$ cat config.mk
export PLATFORM = sky130hd
export DESIGN_NAME = ifft4_serial
export DESIGN_NICKNAME = d
export VERILOG_FILES = /design/src/rtl/ifft4_serial.sv
export SDC_FILE = /design/constraint.sdc
export NUM_CORES = 2
export LEC_CHECK = 0
export CORE_MARGIN = 5
export CORE_UTILIZATION = 40
export CTS_CLUSTER_SIZE = 25
export DETAILED_ROUTE_END_ITERATION = 16
export MAX_ROUTING_LAYER = met4
export SETUP_SLACK_MARGIN = 0.4
export SYNTH_ARGS = -nofsm -noshare
export SYNTH_HDL_FRONTEND = slang
export SYNTH_SLANG_ARGS = --single-unit
$ cat constraint.sdc
create_clock -name clk -period 21.4 [get_ports clk]
set_clock_uncertainty 0.15 [all_clocks]
set_input_delay 3.21 -clock clk [delete_from_list [all_inputs] [get_ports clk]]
set_output_delay 3.21 -clock clk [all_outputs]
set_load 0.05 [all_outputs]
$ cat src/rtl/ifft4_serial.sv
// ifft4_serial: 4-point radix-2 inverse FFT with serial complex input and output.
//   Four frequency bins X0..X3 come in over a valid/ready stream. After one compute
//   cycle, the four time samples x0..x3 go out in index order. Only adders and
//   re/im swaps are used; W^-1 = +j.
// Ports:
//   clk, rst              clock (rising edge), async active-high reset
//   in_valid/in_ready     input handshake; in_data = {re, im}, each DATA_W-bit signed Q16.16
//   out_valid/out_ready   output handshake; out_data = {re, im}
//   out_idx               sample index n (0..3); out_last marks n==3
//
// state   | meaning
// COLLECT | accepting bins X0..X3 into slot cnt
// COMPUTE | all four results computed and registered
// EMIT    | presenting res[idx]; out_valid rises one cycle after entry
module ifft4_serial #(
  parameter int DATA_W   = 32,
  parameter bit SCALE_EN = 1'b1
) (
  input  logic                  clk,
  input  logic                  rst,
  input  logic                  in_valid,
  output logic                  in_ready,
  input  logic [2*DATA_W-1:0]   in_data,
  output logic                  out_valid,
  input  logic                  out_ready,
  output logic [2*DATA_W-1:0]   out_data,
  output logic [1:0]            out_idx,
  output logic                  out_last
);

  localparam int SW = DATA_W + 3;
  localparam logic signed [SW-1:0] RND  = SW'(2);
  localparam logic signed [SW-1:0] SMAX = {{(SW-DATA_W+1){1'b0}}, {(DATA_W-1){1'b1}}};
  localparam logic signed [SW-1:0] SMIN = {{(SW-DATA_W+1){1'b1}}, {(DATA_W-1){1'b0}}};

  typedef enum logic [1:0] {COLLECT, COMPUTE, EMIT} state_t;

  state_t     state, state_nxt;
  logic [1:0] cnt, cnt_nxt;
  logic [1:0] idx, idx_nxt;
  logic       ov, ov_nxt;
  logic       in_xfer;

  logic signed [DATA_W-1:0] bin_re [4];
  logic signed [DATA_W-1:0] bin_im [4];
  logic signed [DATA_W-1:0] res_re [4];
  logic signed [DATA_W-1:0] res_im [4];

  logic signed [SW-1:0] xr [4];
  logic signed [SW-1:0] xi [4];
  logic signed [SW-1:0] sr [4];
  logic signed [SW-1:0] si [4];

  function automatic logic signed [SW-1:0] ext(input logic signed [DATA_W-1:0] v);
    return {{3{v[DATA_W-1]}}, v};
  endfunction

  // Optional /4 with round-half-up, then clamp into the DATA_W range.
  function automatic logic signed [DATA_W-1:0] scale_sat(input logic signed [SW-1:0] s);
    logic signed [SW-1:0] r;
    r = SCALE_EN ? ((s + RND) >>> 2) : s;
    if (r > SMAX)      r = SMAX;
    else if (r < SMIN) r = SMIN;
    return r[DATA_W-1:0];
  endfunction

  assign in_ready  = (state == COLLECT);
  assign in_xfer   = in_valid & in_ready;
  assign out_valid = ov;
  assign out_idx   = idx;
  assign out_last  = ov & (idx == 2'd3);
  assign out_data  = {res_re[idx], res_im[idx]};

  // Butterfly sums; jZ = (-Z.im) + j(Z.re).
  always_comb begin
    for (int k = 0; k < 4; k++) begin
      xr[k] = ext(bin_re[k]);
      xi[k] = ext(bin_im[k]);
    end
    sr[0] = xr[0] + xr[1] + xr[2] + xr[3];
    si[0] = xi[0] + xi[1] + xi[2] + xi[3];
    sr[1] = xr[0] - xi[1] - xr[2] + xi[3];
    si[1] = xi[0] + xr[1] - xi[2] - xr[3];
    sr[2] = xr[0] - xr[1] + xr[2] - xr[3];
    si[2] = xi[0] - xi[1] + xi[2] - xi[3];
    sr[3] = xr[0] + xi[1] - xr[2] - xi[3];
    si[3] = xi[0] - xr[1] - xi[2] + xr[3];
  end

  always_comb begin
    state_nxt = state;
    cnt_nxt   = cnt;
    idx_nxt   = idx;
    ov_nxt    = ov;
    case (state)
      COLLECT: begin
        if (in_xfer) begin
          cnt_nxt = cnt + 2'd1;
          if (cnt == 2'd3) state_nxt = COMPUTE;
        end
      end
      COMPUTE: begin
        state_nxt = EMIT;
        idx_nxt   = 2'd0;
        ov_nxt    = 1'b0;
      end
      EMIT: begin
        // First EMIT cycle is a bubble so out_valid appears two edges after the last bin.
        if (!ov) begin
          ov_nxt = 1'b1;
        end else if (out_ready) begin
          if (idx == 2'd3) begin
            state_nxt = COLLECT;
            cnt_nxt   = 2'd0;
            idx_nxt   = 2'd0;
            ov_nxt    = 1'b0;
          end else begin
            idx_nxt = idx + 2'd1;
          end
        end
      end
      default: begin
        state_nxt = COLLECT;
        cnt_nxt   = 2'd0;
        idx_nxt   = 2'd0;
        ov_nxt    = 1'b0;
      end
    endcase
  end

  always_ff @(posedge clk or posedge rst) begin
    if (rst) begin
      state <= COLLECT;
      cnt   <= 2'd0;
      idx   <= 2'd0;
      ov    <= 1'b0;
      for (int k = 0; k < 4; k++) begin
        bin_re[k] <= '0;
        bin_im[k] <= '0;
        res_re[k] <= '0;
        res_im[k] <= '0;
      end
    end else begin
      state <= state_nxt;
      cnt   <= cnt_nxt;
      idx   <= idx_nxt;
      ov    <= ov_nxt;
      if (in_xfer) begin
        bin_re[cnt] <= in_data[2*DATA_W-1:DATA_W];
        bin_im[cnt] <= in_data[DATA_W-1:0];
      end
      if (state == COMPUTE) begin
        for (int k = 0; k < 4; k++) begin
          res_re[k] <= scale_sat(sr[k]);
          res_im[k] <= scale_sat(si[k]);
        end
      end
    end
  end

endmodule

==> flow_summary.yaml <==
status:
  status: "finished, final reports clean"
cts:
  cts_hold_buf: 0
  cts.path.max_buffers: 3
  cts_resized: 0
  cts_buffers: 61
  cts_tree: "yes"
  cts_root_buf: "clkbuf_16"
  cts_max_level: 2
  postCtsSetupBuffers: 0
  numClockSinks: 519
  cts.clk_slew.worst_paths_ns: 0.06
  clk_latency_ns: 0.69
timing:
  finalSetupViolCount: 0
  max_freq_mhz: 140
  drv_slew: 0
  max_slew.worst_pin.slew_ns: 1.06
  fin_crit_ns: 7.13
  finalWorstSetupSlack_ns: 14.27
  slew_headroom_pct: 28.9
  min_period_over_period_pct: 33.3
  rsz0062_at_grt: "false"
  hold_violations: 0
  setup_tns_ns: 0
yosys:
  synth_seq_area_share_pct: 26.5
  avgSynthCellArea_um2: 9.60
  yosys_warnings: 0
  ys.flop_type: "dfrtp_1"
  synth-edff-count: 0
  synth_compound_area_share_pct: 16.7
  ys_seq_elements: 519
  syn_nets: 6150
  synth_top_family_by_area: "adder cells"
  synthArstFlopShare_pct: 100
  synth-simple-area-share_pct: 9.31
  synthMuxAreaShare_pct: 3.44
  yosys.area_share.adder_pct: 33.3
  syn_area_um2: 49000
  synth_cells: 5107
  synth_xor_xnor_area_share_pct: 3.99
  yosysUniqueCellTypes: 91
placement:
  hpwl_mm: 118
  finalWeightedCongestion: 0.945
  port_buffers: 136
  post-place-ws_ns: 14.07
  post_dp_cell_area_um2: 52000
routing:
  vias: 36800
  first_pass_iters: 6
  avgRoutedWirePerCell_um: 21.3
  drtAntennaViolNets: 0
  wl_mm: 147
  drt_iter0_drc: 3076
  route.detailed.drc: 0
  via_per_inst: 5.35
worst_setup_path:
  required_ns: 18.04
  start_kind: "flop"
  path_class: "flop to primary output"
  slowest_stage: "dfrtp_4"
  arrival_ns: 3.77
  max_stage_delay_ns: 0.89
  critPathMaxFanout: 35
  cp-end-kind: "primary output"
  path_cells: "buf_4 > mux4_2 > clkdlybuf4s50_1"
floorplanning:
  fp.dieW_um: 360
  io_pins: 137
  die_area_um2: 130000
  die_h_um: 360
  start_util_pct: 40.2
  core_um2: 122000
  rows: 128
finish:
  finalNetCount: 6209
  area_delta_synth_final_pct: 10.7
  fillers: 11700
  drive_above_1_share_pct: 5.67
  final_area_um2: 54300
grt:
  gr-total-overflow: 0
  track_usage_pct: 23.1
  antenna_found_initial: 29
  grt_pass1_wl_mm: 226
  grt_max_degree: 117
  grt_pass1_vias: 38000
hold_path:
  worstHoldPathType: "flop to flop"
job:
  cap_violations: 0
synthesized netlist by cell type, types with 17 or more instances:
library cell / n / area (µm²)
ha_1: 457 / 5720
o21bai_1: 35 / 263
dfrtp_1: 519 / 13000
a21oi_1: 324 / 1620
nand3_1: 39 / 195
nand2b_1: 34 / 213
buf_2: 23 / 115
nor2_1: 225 / 845
a31oi_1: 18 / 113
inv_1: 669 / 2510
mux2_2: 19 / 214
o21a_1: 41 / 308
o21ai_1: 68 / 340
mux4_2: 64 / 1440
o21ai_0: 544 / 2720
fa_1: 518 / 10400
o211ai_1: 17 / 128
a211oi_1: 20 / 150
xnor2_1: 133 / 1160
nand2_1: 595 / 2230
nand4_1: 20 / 125
a22o_1: 26 / 228
a21o_1: 152 / 1140
nor3_1: 39 / 195
nor2b_1: 29 / 181
and3_1: 28 / 175
clkbuf_1: 130 / 488
xor2_1: 82 / 718
per-layer routing:
metal	routed length (µm)	GRT usage [%]	up-vias
li1	-	-	17200
met1	57500	27.9	18500
met2	76500	40.8	876
met3	8850	3.44	170
met4	3840	5.76	0
met5	0	-	-
layout by cell type (no fill, tap or decap), types with 20 or more instances in the layout:
master	count
fa_1	518
clkdlybuf4s50_1	136
diode_2	30
ha_1	457
and3_1	24
o21bai_1	35
xnor2_1	132
o21ai_0	543
dfrtp_1	517
a21o_1	152
a22o_1	26
nand3_1	39
buf_4	41
nor3_1	39
mux4_2	64
a21oi_1	324
nor2_1	223
nand2_1	593
nand4_1	20
o21a_1	41
nand2b_1	34
xor2_1	79
nor2b_1	29
inv_1	668
clkbuf_16	63
o21ai_1	68
logic make-up (layout without fill, tap and decap cells):
| family | after synthesis | after routing |
|---|---|---|
| other | 0 | 30 |
| multiplexers | 86 | 86 |
| AO/OA/AOI/OAI | 1369 | 1369 |
| XOR/XNOR | 219 | 219 |
| adder cells (fa/ha/maj) | 1000 | 1000 |
| buffers and inverters | 850 | 962 |
| flip-flops | 519 | 519 |
| AND/OR/NAND/NOR | 1064 | 1064 |
layout make-up:
cell class	count	area, µm²	area share [%]
multi-input cells	3738	32800	60.5
clock inverters	25	309	0.569
clock buffers	91	1850	3.41
repair buffers	177	1670	3.07
flip-flops and latches	519	13000	23.9
well taps	1625	2030	3.75
inverters	669	2520	4.64
diodes	30	75.1	0.138
worst max-delay path, delay by kind of cell (launching register included):
| family | cells | cell delay (ns) |
|---|---|---|
| buf+inv | 2 | 1.40 |
| flops | 1 | 0.89 |
| mux | 1 | 0.62 |
sequential cells by signal, indices dropped and copies added, names as in the netlist:
name and flops:
state 2, out_valid 1, res_re 128, out_idx 2
res_im 128, bin_im 128, cnt 2, bin_re 128
metrics by stage:
step / cells / util (%) / hold WS (ns)
floorplan: 5107 / - / 0.291
CTS: 6844 / 44.5 / 0.330
finish: 6874 / 44.5 / 0.327
global route: 6865 / 44.5 / 0.341
detailed placement: 6728 / 42.7 / 0.316
global placement: 6728 / 42.7 / 0.307
final timing paths:
path | slack, ns | cells past startpoint | from | end
min in group asynchronous | 2.96 | 2 | rst | res_im[96]
setup reg to reg | 14.82 | 20 | bin_re[1] | res_im[88]
hold / removal | 0.33 | 2 | res_re[55] | res_re[55]
setup / recovery | 14.27 | 3 | out_idx[0] | out_data[59]
hold reg to reg | 0.33 | 2 | res_re[55] | res_re[55]
max in group asynchronous | 14.94 | 5 | rst | bin_im[48]
Power is not shown: default switching activity piles up to over one toggle a cycle in this logic, so the estimate is an artifact.
